$ cat src/rtl/chunk_serial_adder.sv
// Multi-cycle add/subtract unit: a WIDTH-bit operand pair is summed CHUNK bits per clock
// through one small ripple adder, with the inter-chunk carry held in a register.
module chunk_serial_adder #(
  parameter int WIDTH = 16,
  parameter int CHUNK = 4
) (
  input  logic             clk,
  input  logic             rst_n,
  input  logic             start,
  input  logic             sub,
  input  logic [WIDTH-1:0] a,
  input  logic [WIDTH-1:0] b,
  input  logic             cin,
  output logic             busy,
  output logic             done,
  output logic [WIDTH-1:0] s,
  output logic             cout,
  output logic             ovf
);

  localparam int N  = WIDTH / CHUNK;
  localparam int CW = (N > 1) ? $clog2(N) : 1;
  localparam logic [CW-1:0] LAST = CW'(N - 1);

  typedef enum logic {
    IDLE = 1'b0,
    RUN  = 1'b1
  } state_t;

  state_t state, state_next;

  logic [WIDTH-1:0] a_reg;
  logic [WIDTH-1:0] b_reg;
  logic [WIDTH-1:0] acc;
  logic [WIDTH-1:0] acc_next;
  logic [WIDTH-1:0] sum_ext;
  logic             carry;
  logic             sign_a;
  logic             sign_b;
  logic [CW-1:0]    cnt;
  logic             load;
  logic             step;
  logic             last;
  logic [CHUNK:0]   chunk_res;

  function automatic logic [CHUNK:0] chunk_add(input logic [CHUNK-1:0] x,
                                               input logic [CHUNK-1:0] y,
                                               input logic             c);
    return {1'b0, x} + {1'b0, y} + {{CHUNK{1'b0}}, c};
  endfunction

  always_ff @(posedge clk or negedge rst_n) begin
    if (!rst_n) begin
      state <= IDLE;
    end else begin
      state <= state_next;
    end
  end

  always_comb begin
    state_next = state;
    load       = 1'b0;
    step       = 1'b0;
    last       = 1'b0;
    case (state)
      IDLE: begin
        if (start) begin
          load       = 1'b1;
          state_next = RUN;
        end
      end
      RUN: begin
        step = 1'b1;
        if (cnt == LAST) begin
          last       = 1'b1;
          state_next = IDLE;
        end
      end
      default: state_next = IDLE;
    endcase
  end

  // New chunk sum enters the result register from the top, so after N steps
  // the first (least-significant) chunk has drifted down to bit 0.
  always_comb begin
    chunk_res = chunk_add(a_reg[CHUNK-1:0], b_reg[CHUNK-1:0], carry);
    sum_ext   = '0;
    sum_ext[CHUNK-1:0] = chunk_res[CHUNK-1:0];
    acc_next  = (acc >> CHUNK) | (sum_ext << (WIDTH - CHUNK));
  end

  always_ff @(posedge clk or negedge rst_n) begin
    if (!rst_n) begin
      a_reg  <= '0;
      b_reg  <= '0;
      acc    <= '0;
      carry  <= 1'b0;
      sign_a <= 1'b0;
      sign_b <= 1'b0;
      cnt    <= '0;
    end else if (load) begin
      a_reg  <= a;
      b_reg  <= sub ? ~b : b;
      acc    <= '0;
      carry  <= cin ^ sub;
      sign_a <= a[WIDTH-1];
      sign_b <= sub ? ~b[WIDTH-1] : b[WIDTH-1];
      cnt    <= '0;
    end else if (step) begin
      a_reg  <= a_reg >> CHUNK;
      b_reg  <= b_reg >> CHUNK;
      acc    <= acc_next;
      carry  <= chunk_res[CHUNK];
      cnt    <= cnt + 1'b1;
    end
  end

  // Visible results move only on the completion edge and hold otherwise.
  always_ff @(posedge clk or negedge rst_n) begin
    if (!rst_n) begin
      s    <= '0;
      cout <= 1'b0;
      ovf  <= 1'b0;
      done <= 1'b0;
    end else begin
      done <= last;
      if (last) begin
        s    <= acc_next;
        cout <= chunk_res[CHUNK];
        ovf  <= (sign_a == sign_b) && (acc_next[WIDTH-1] != sign_a);
      end
    end
  end

  assign busy = (state == RUN);

endmodule

$ cat config.mk
export PLATFORM = sky130hd
export DESIGN_NAME = chunk_serial_adder
export DESIGN_NICKNAME = d
export VERILOG_FILES = /design/src/rtl/chunk_serial_adder.sv
export SDC_FILE = /design/constraint.sdc
export NUM_CORES = 1
export LEC_CHECK = 0
export ABC_AREA = 1
export BUFFER_PORTS_ARGS = -buffer_cell sky130_fd_sc_hd__buf_2
export CAP_MARGIN = 30
export CELL_PAD_IN_SITES_DETAIL_PLACEMENT = 1
export CELL_PAD_IN_SITES_GLOBAL_PLACEMENT = 2
export CORE_MARGIN = 2
export CORE_UTILIZATION = 27
export CTS_CLUSTER_SIZE = 30
export DETAILED_ROUTE_END_ITERATION = 10
export PLACE_DENSITY_LB_ADDON = 0.1
export SLEW_MARGIN = 10
export SYNTH_ARGS = -nofsm -noshare
export SYNTH_HDL_FRONTEND = slang
export SYNTH_SLANG_ARGS = --single-unit
$ cat constraint.sdc
create_clock -name clk -period 2.47 [get_ports clk]
set_clock_uncertainty 0.15 [all_clocks]
set_input_delay 0.247 -clock clk [delete_from_list [all_inputs] [get_ports clk]]
set_output_delay 0.247 -clock clk [all_outputs]
set_load 0.1 [all_outputs]
==> results of run 1 <==
==> per-layer routing <==
metal | share of wire | track usage
met2 | 0.47 | 0.2099
met3 | 0.030 | 0.02352
met5 | 0 | 0
met1 | 0.48 | 0.1642
met4 | 0.020 | 0.06781
==> power breakdown <==
part | switching, uW | internal (uW)
combinational | 1810 | 571
sequential | 256 | 1570
clock | 434 | 383
==> final cells by class <==
type | count | area [um2] | share of cell area
timing repair buffer | 76 | 483.0 | 0.1291
clock inverter | 4 | 25.02 | 0.006689
inverter | 32 | 127.6 | 0.03411
multi-input combinational | 175 | 1062 | 0.2839
sequential | 69 | 1727 | 0.4615
clock buffer | 11 | 141.4 | 0.03779
tap | 140 | 175.2 | 0.04682
==> synthesized netlist by cell type, drive strengths merged <==
cell type and instances:
dfrtp 69, nand2 64, o21ai 37, inv 32
xnor2 16, buf 15, a22oi 13, o22ai 12
nand3 6, o211ai 6, o221ai 6, ha 4
a21oi 3, nor2 3, fa 2, a22o 1
o21bai 1, xor2 1
==> per-stage QoR <==
stage	total power (uW)	worst slack (ps)	std cells
2_1_floorplan	3760	548.3	291
3_3_place_gp	4234	578.3	476
3_5_place_dp	4263	521.4	476
4_1_cts	5116	433.5	507
5_1_grt	5404	416.5	507
6_report	5026	490.4	507
==> timing repair <==
action	in CTS	in global routing
hold endpoints to repair	84	0
hold buffers	16	0
resized for setup	0	0
==> final timing paths <==
path / from / to / slack, ps
max in group asynchronous: rst_n / b_reg[2] / 1540
min in group asynchronous: rst_n / acc[4] / 290
min reg2reg: s[5] / s[5] / 330
max: busy / busy / 490
min: b[13] / b_reg[13] / 20
max reg2reg: a_reg[0] / carry / 520
==> kinds of logic after synthesis <==
group	Yosys count
compound gates	79
simple gates	73
flops	69
buf+inv	47
xor+xnor	17
fa+ha+maj	6
==> metrics.md, run 1 <==
| Metric | Value |
|---|---|
| Grt total ovfl | 0 |
| Synthesized instance count | 291 |
| Count of final hold-check violations | 0 |
| Initial antenna violation count | 0 |
| Crit-path max FO | 11 |
| CP top delay family | flip-flops |
| Status | finished clean |
| Average size of a mapped cell | 10.44 um2 |
| Worst-Skew Late Latency | 340 ps |
| CP startpoint kind | register |
| Setup Viol. Count Final | 0 |
| Netlist cell types | 31 |
| WHS | 20.88 ps |
| CTS Root Cell | clkbuf_8 |
| CP Buf/Inv Count | 1 |
| Post-DP HPWL | 4682 um |
| Top cell type's share of synthesized area | 0.5684 |
| Commonest cells after routing, fill and taps aside | 69 x dfrtp_1, 62 x nand2_1, 56 x buf_2 |
| Synth Area in Compound Gates | 0.1697 |
| Die W | 110.1 um |
| Hold path cells | 3 |
| N_diodes | 0 |
| Slew HR | 0.6227 |
| Max Freq | 0.5052 GHz |
| I/O Pins | 57 |
| Reg clk slew, reported paths | 80 ps |
| Xor and xnor area share after synthesis | 0.04901 |
| Max Root-Sink Buffers | 2 |
| Number of vias per cell | 4.456 |
| Crit-path slowest cell | dfrtp_1 |
| DRC | 0 |
| Yosys top cell by area | dfrtp_1 |
| Vias in the first global route | 2314 |
| Total CTS buffers | 9 |
| Critical path's largest stage delay | 700 ps |
| PwrDens | 1344 nW/um2 |
| Gr usage total | 0.1295 |
| Seq cells post-synth | 69 |
| Area added between synthesis and finish | 23.15% |
| DIE AREA | 12120 um2 |
| R2R cell count | 6 |
| Initial DRC count | 114 |
| Antenna Nets Post-Route | 0 |
| Post-route cell area | 3741 um2 |
| Synth warnings | 0 |
| Largest cells by area after synthesis | dfrtp_1 57%, nand2_1 7.7%, xnor2_1 4.6% |
| P_leak | 0.001780 uW |
| Post-synthesis mux area share | 0 |
| VDD IR-drop max | 0.0006528 V |
| Placed instance area | 3415 um2 |
| Worst Setup End Kind | primary output |
| Sequential cell area fraction in the yosys report | 0.5684 |
| RePlAce Congestion | 0.7658 |
| Least-Margin Pin Slew | 566.0 ps |
| Largest net degree at the start of global routing | 70 |
| Period utilization | 0.8014 |
| Starting Density | 0.2790 |
| Die Y | 110.1 um |
| Layout fillers | 1283 |
| WL/cell | 14.05 um |
| Hold Crit Class | primary input to register |
| Syn Nets | 334 |
| WS Path Type | register to primary output |
| Max Slew Vio Count | 0 |
| Core ar. | 10890 um2 |
| Setup Buffers After CTS | 0 |
| Global-route wire length before repair | 11760 um |
| CTS sink cnt | 69 |
| Fin util | 0.3436 |
| DR pass1 iterations | 4 |
| Via Count | 2259 |
| Share of cells above drive strength 1 | 0.2343 |
| Commonest non-fill, non-tap cell in the layout | dfrtp_1 |
| Final setup TNS | 0 ps |
| Post-Synthesis Cell Area | 3038 um2 |
| TritonCTS clock tree | done |
| Fin crit period | 1980 ps |
| Unrepaired setup endpoints after global routing | false |
| Simple-Gate Fraction of Synth Area | 0.1013 |
| Largest family of logic cells by synthesized area | compound AO/OA/AOI/OAI gates |
| Synth Area in Adders | 0.02965 |
| WL final | 7121 um |
| CP cell instances | buf_2 |
| Row cnt | 38 |
| IO buf count | 56 |
| Stages on worst setup path | 1 |
| Critical path data required time | 2070 ps |
| Nets@finish | 406 |
| Arrival time worst endpoint | 1580 ps |
| Number of max-cap violations | 0 |
| CTS H-tree depth | 3 |
Power figures use the tool's default switching activity.
==> inputs of run 2 (changes only) <==
--- a/config.mk
+++ b/config.mk
@@ -5,7 +5,7 @@
 export SDC_FILE = /design/constraint.sdc
 export NUM_CORES = 1
 export LEC_CHECK = 0
-export ABC_AREA = 1
+export ABC_AREA = 0
 export BUFFER_PORTS_ARGS = -buffer_cell sky130_fd_sc_hd__buf_2
 export CAP_MARGIN = 30
 export CELL_PAD_IN_SITES_DETAIL_PLACEMENT = 1
==> constraint.sdc (replaced) <==
create_clock -name clk -period 1.9 [get_ports clk]
set_clock_uncertainty 0.15 [all_clocks]
set_input_delay 0.19 -clock clk [delete_from_list [all_inputs] [get_ports clk]]
set_output_delay 0.19 -clock clk [all_outputs]
set_load 0.1 [all_outputs]
==> metrics.md, run 2 <==
| Metric | Value |
|---|---|
| DRC | 0 |
| Layout fillers | 1223 |
| Slew HR | 0.6736 |
| Fin crit period | 1847 ps |
| WS Path Type | register to register |
| Antenna Nets Post-Route | 0 |
| Largest net degree at the start of global routing | 36 |
| Total power | 7695 uW |
| P_leak | 0.001898 uW |
| Max Freq | 0.5413 GHz |
| Number of max-cap violations | 0 |
| IO buf count | 56 |
| Syn Nets | 316 |
| Count of final hold-check violations | 0 |
| RePlAce Congestion | 0.7327 |
| Hold path cells | 3 |
| Via Count | 2213 |
| Setup Viol. Count Final | 0 |
| Layer with the highest usage | met2 |
| Critical path data required time | 1960 ps |
| Starting Density | 0.2796 |
| Least-Margin Pin Slew | 493.0 ps |
| Vias in the first global route | 2310 |
| FF+latch area | 1730 um2 |
| Max Root-Sink Buffers | 2 |
| Arrival time worst endpoint | 1900 ps |
| N_diodes | 0 |
| Met1 Use GR | 0.1582 |
| Critical path's largest stage delay | 410 ps |
| Asr flop ratio synth | 1.000 |
| I/O Pins | 57 |
| Routing usage on met2 | 0.1959 |
| Count leader, synth | dfrtp_1 |
| Post-DP HPWL | 4927 um |
| Post-Synthesis Cell Area | 3070 um2 |
| Number of vias per cell | 4.535 |
| Yosys top cell by area | dfrtp_1 |
| Reg clk slew, reported paths | 50 ps |
| Fin util | 0.3633 |
| Largest cells by area after synthesis | dfrtp_1 56%, o21ai_0 7.2%, mux2_2 5.9% |
| Seq cells post-synth | 69 |
| Hold_sp | a[5] |
| Post-synth EDFFs | 0 |
| Grt total ovfl | 0 |
| Core ar. | 10980 um2 |
| DR pass1 iterations | 3 |
| Worst r2r src | carry |
| Synthesized instance count | 273 |
| Sequential cell area fraction in the yosys report | 0.5623 |
| Netlist cell types | 28 |
| WL final | 6895 um |
| Average size of a mapped cell | 11.25 um2 |
| Critical R2R Capture | cout |
| CP Buf/Inv Count | 0 |
| Nets@finish | 386 |
| CTS H-tree depth | 3 |
| Crit. Startpoint | carry |
| Worst Hold End | a_reg[5] |
| Share of cells above drive strength 1 | 0.3132 |
| CTS Root Cell | clkbuf_16 |
| Setup Buffers After CTS | 0 |
| DIE AREA | 12240 um2 |
| Synth top cells by count | 69 x dfrtp_1, 44 x nand2_1, 44 x o21ai_0 |
| R2R cell count | 5 |
| Synth warnings | 0 |
| Initial antenna violation count | 0 |
| Crit-path slowest cell | fa_2 |
| Hold Crit Class | primary input to register |
| Initial DRC count | 48 |
| Area of the multi-input gates | 1269 um2 |
| Max Slew Vio Count | 0 |
| Crit-path max FO | 2 |
| Global-route wire length before repair | 11910 um |
| VDD IR-drop max | 0.001281 V |
| TritonCTS clock tree | done |
| CP cell instances | fa_2, fa_2, a21o_1, a21oi_2, o21ai_1 |
| Period utilization | 0.9723 |
| Most common cell on crit path | fa_2 |
| PwrDens | 1929 nW/um2 |
| Worst-Skew Late Latency | 320 ps |
| Die Y | 110.6 um |
| Met3 GRT Util | 0.03458 |
| Die W | 110.6 um |
| Gr usage total | 0.1221 |
| CP startpoint kind | register |
| Commonest cells after routing, fill and taps aside | 68 x dfrtp_1, 54 x buf_2, 44 x nand2_1 |
| CTS sink cnt | 69 |
| CP top delay family | adder cells |
| Status | finished clean |
| Row cnt | 38 |
| Unrepaired setup endpoints after global routing | true |
| Ys flop type | dfrtp_1 |
| Worst Setup End Kind | register |
| Area added between synthesis and finish | 29.95% |
| Flop2flop setup slack | 50 ps |
| Commonest non-fill, non-tap cell in the layout | dfrtp_1 |
| Top cell type's share of synthesized area | 0.5623 |
| WL/cell | 14.13 um |
| Total CTS buffers | 9 |
[run 2: cell count changes after synthesis, moves of 8 or more]
cell | before | now
clkbuf_1 | 0 | 8
mux2i_1 | 0 | 16
o21ai_0 | 25 | 44
a22o_1 | 1 | 11
mux2_2 | 0 | 16
a22oi_1 | 13 | 0
nand2_1 | 62 | 44
o21ai_1 | 9 | 0
inv_1 | 29 | 2
o22ai_1 | 12 | 0
[run 2: per-stage QoR]
| step | setup WS, ps | std cells | hold slack, ps | setup TNS, ps | instance area, um2 |
|---|---|---|---|---|---|
| after floorplan | 42.06 | 273 | -255.6 | 0 | 3077 |
| after global placement | -76.89 | 464 | 21.25 | -136.6 | 3560 |
| after detailed placement | -116.0 | 464 | 23.05 | -314.2 | 3560 |
| after CTS | 24.89 | 488 | 8.714 | 0 | 3975 |
| after global routing | -21.80 | 488 | 6.621 | -39.20 | 3990 |
| final | 52.63 | 488 | 13.43 | 0 | 3990 |
[run 2: kinds of logic (layout without fill, tap and decap cells)]
kind of cell	after synthesis	after routing	share of synthesized area
flops	69	69	0.5623
mux	32	32	0.1108
fa+ha+maj	6	6	0.02934
compound gates	67	67	0.1304
simple gates	59	59	0.07947
xor+xnor	19	19	0.05420
buf+inv	21	96	0.03341
[run 2: final cells by class]
cell class                      instances  area share
Sequential cell                        69      0.4337
Multi-Input combinational cell        183      0.3180
Timing Repair Buffer                   78      0.1210
Clock buffer                           10     0.05989
Tap cell                              140     0.04390
Clock inverter                          6     0.02164
Inverter                                2    0.001881
[run 2: how the worst max path moves through the flow]
stage	end	cells after the start
3_3_place_gp	s[15]	5
3_5_place_dp	s[15]	5
6_report	cout	5
2_1_floorplan	carry	5
5_1_grt	carry	5
4_1_cts	cout	5
[run 2: per-layer routing]
layer | up-vias | share of wire
li1 | 1075 | -
met2 | 45 | 0.48
met1 | 1087 | 0.47
met4 | 0 | 0.013
met5 | - | 0
met3 | 6 | 0.039
[run 2: repair_timing]
action                                  in CTS  in global routing
pin swaps                                    0                  4
hold buffers                                 8                  0
hold endpoints to repair                    38                  0
endpoints found under the setup margin       7                  6
resized for setup                            3                  4
[run 2: where the power goes]
group | switching (uW) | internal (uW)
clock network | 618 | 1180
logic | 2370 | 1020
registers | 391 | 2110
total | 3380 | 4310
[run 2: worst reg2reg max path, cell delays in order, from the launching register on]
cell     delay (ps)
dfrtp_1         400
fa_2            410
fa_2            350
a21o_1          190
a21oi_2         140
o21ai_1          90
==> inputs of run 3 (changes only) <==
--- a/config.mk
+++ b/config.mk
@@ -15,6 +15,7 @@
 export CTS_CLUSTER_SIZE = 30
 export DETAILED_ROUTE_END_ITERATION = 10
 export PLACE_DENSITY_LB_ADDON = 0.1
+export REMOVE_ABC_BUFFERS = 1
 export SLEW_MARGIN = 10
 export SYNTH_ARGS = -nofsm -noshare
 export SYNTH_HDL_FRONTEND = slang
==> metrics.md, run 3 (synthesis gave the netlist of run 2 again) <==
| Metric | Value |
|---|---|
| Critical path's largest stage delay | 420 ps |
| Commonest non-fill, non-tap cell in the layout | dfrtp_1 |
| Slew HR | 0.6726 |
| CTS Root Cell | clkbuf_16 |
| Die Y | 110.6 um |
| Reg power frac | 0.330 |
| FF+latch area | 1728 um2 |
| Hold Crit Class | primary input to register |
| P_leak | 0.001866 uW |
| Crit-path slowest cell | fa_2 |
| PwrDens | 1925 nW/um2 |
| Reg clk slew, reported paths | 60 ps |
| Max Root-Sink Buffers | 2 |
| Number of max-cap violations | 0 |
| Comb power frac | 0.452 |
| Worst-Skew Late Latency | 320 ps |
| Global-route wire length before repair | 12220 um |
| TritonCTS clock tree | done |
| Largest net degree at the start of global routing | 69 |
| Initial DRC count | 47 |
| Arrival time worst endpoint | 1890 ps |
| Nets@finish | 380 |
| DR pass1 iterations | 3 |
| Row cnt | 38 |
| Net Sw Frac | 0.4466 |
| Vias in the first global route | 2433 |
| Antenna Nets Post-Route | 0 |
| CTS sink cnt | 69 |
| RePlAce Congestion | 0.6971 |
| DIE AREA | 12240 um2 |
| Initial antenna violation count | 0 |
| Area added between synthesis and finish | 27.83% |
| WL/cell | 14.68 um |
| Grt total ovfl | 0 |
| Count of final hold-check violations | 0 |
| Unrepaired setup endpoints after global routing | true |
| WS Path Type | register to register |
| Post-DP HPWL | 4688 um |
| Period utilization | 0.9709 |
| Layout fillers | 1220 |
| WHS | 9.035 ps |
| Via Count | 2181 |
| Worst Setup End Kind | register |
| WL final | 7077 um |
| Cell-internal power | 4181 uW |
| Commonest cells after routing, fill and taps aside | 68 x dfrtp_1, 54 x buf_2, 44 x nand2_1 |
| Max Freq | 0.5421 GHz |
| CP top delay family | adder cells |
| Die W | 110.6 um |
| Switching Power | 3374 uW |
| Least-Margin Pin Slew | 494.6 ps |
| Critical path data required time | 1950 ps |
| Fin crit period | 1845 ps |
| IO buf count | 56 |
| DRC | 0 |
| Area of the multi-input gates | 1265 um2 |
| Starting Density | 0.2796 |
| Crit-path max FO | 2 |
| CP Buf/Inv Count | 0 |
| N_diodes | 0 |
| CTS H-tree depth | 3 |
| Clock power share | 0.218 |
| I/O Pins | 57 |
| Status | finished clean |
| Core ar. | 10980 um2 |
| CP cell instances | fa_2, fa_2, a21o_1, a21oi_2, o21ai_1 |
| Final setup TNS | 0 ps |
| VDD IR-drop max | 0.0009364 V |
| CP startpoint kind | register |
| Gr usage total | 0.1230 |
| Max Slew Vio Count | 0 |
| Share of cells above drive strength 1 | 0.3041 |
| Setup Viol. Count Final | 0 |
| Total CTS buffers | 9 |
| Most common cell on crit path | fa_2 |
| Number of vias per cell | 4.525 |
## run 3: changes by cell type in the layout (fill, tap and decap cells not counted), sizes merged
cell | previous run | this run
buf | 70 | 67
dlygate4sd3 | 8 | 5
clkbuf | 10 | 12
bufinv | 2 | 1
clkinv | 3 | 2
## run 3: what timing repair did
action | in CTS | in global routing
setup endpoints to repair | 7 | 5
endpoints found under the hold margin | 74 | 0
pin swaps | 0 | 5
buffers inserted | 1 | 0
hold buffers | 5 | 0
cloned | 0 | 0
resized for setup | 4 | 5
## run 3: layer usage
layer / global-route usage / wire [um] / vias to the layer above
li1: - / - / 1069
met1: 0.1700 / 3545 / 1065
met2: 0.1914 / 3239 / 41
met3: 0.02415 / 222 / 6
met4: 0.04500 / 69 / 0
met5: 0 / 0 / -
## run 3: layout make-up
type | instances | area share
Sequential cell | 69 | 0.4402
Timing Repair Buffer | 72 | 0.1160
Multi-Input combinational cell | 183 | 0.3223
Tap cell | 140 | 0.04463
Clock buffer | 12 | 0.06280
Inverter | 2 | 0.001913
Clock inverter | 4 | 0.01211
## run 3: power by group through the flow
stage | clock network [uW] | logic [uW] | registers, uW
floorplan | 0 | 1070 | 3910
global placement | 0 | 3290 | 2510
detailed placement | 0 | 3360 | 2520
CTS | 1710 | 3420 | 2500
global route | 1790 | 3690 | 2590
finish | 1650 | 3420 | 2490
## run 3: worst reg2reg max path: cells and delay by family (launching register included)
kind,cells,cell delay (ps)
flip-flops,1,400
adder cells (fa/ha/maj),2,790
AO/OA/AOI/OAI,3,380
## run 3: worst paths after layout
path | cells after the start | slack (ps) | endpoint | from
worst min register to register | 2 | 330 | b_reg[7] | b_reg[11]
min in group asynchronous | 2 | 50 | s[0] | rst_n
worst min-delay path | 3 | 9 | b_reg[12] | b[12]
max in group asynchronous | 3 | 1000 | busy | rst_n
worst max-delay path | 5 | 60 | carry | carry
worst max register to register | 5 | 60 | carry | carry
## run 3: through the flow
| step | total power, uW | std cells | util | setup WS (ps) | instance area, um2 |
|---|---|---|---|---|---|
| finish | 7556 | 482 | 0.3574 | 55.38 | 3925 |
| global route | 8063 | 482 | 0.3574 | -6.227 | 3925 |
| CTS | 7634 | 481 | 0.3557 | 22.45 | 3906 |
| detailed placement | 5877 | 459 | 0.3225 | -101.3 | 3542 |
| global placement | 5800 | 459 | 0.3225 | -77.78 | 3542 |
| floorplan | 4980 | 254 | - | -1574 | 2975 |
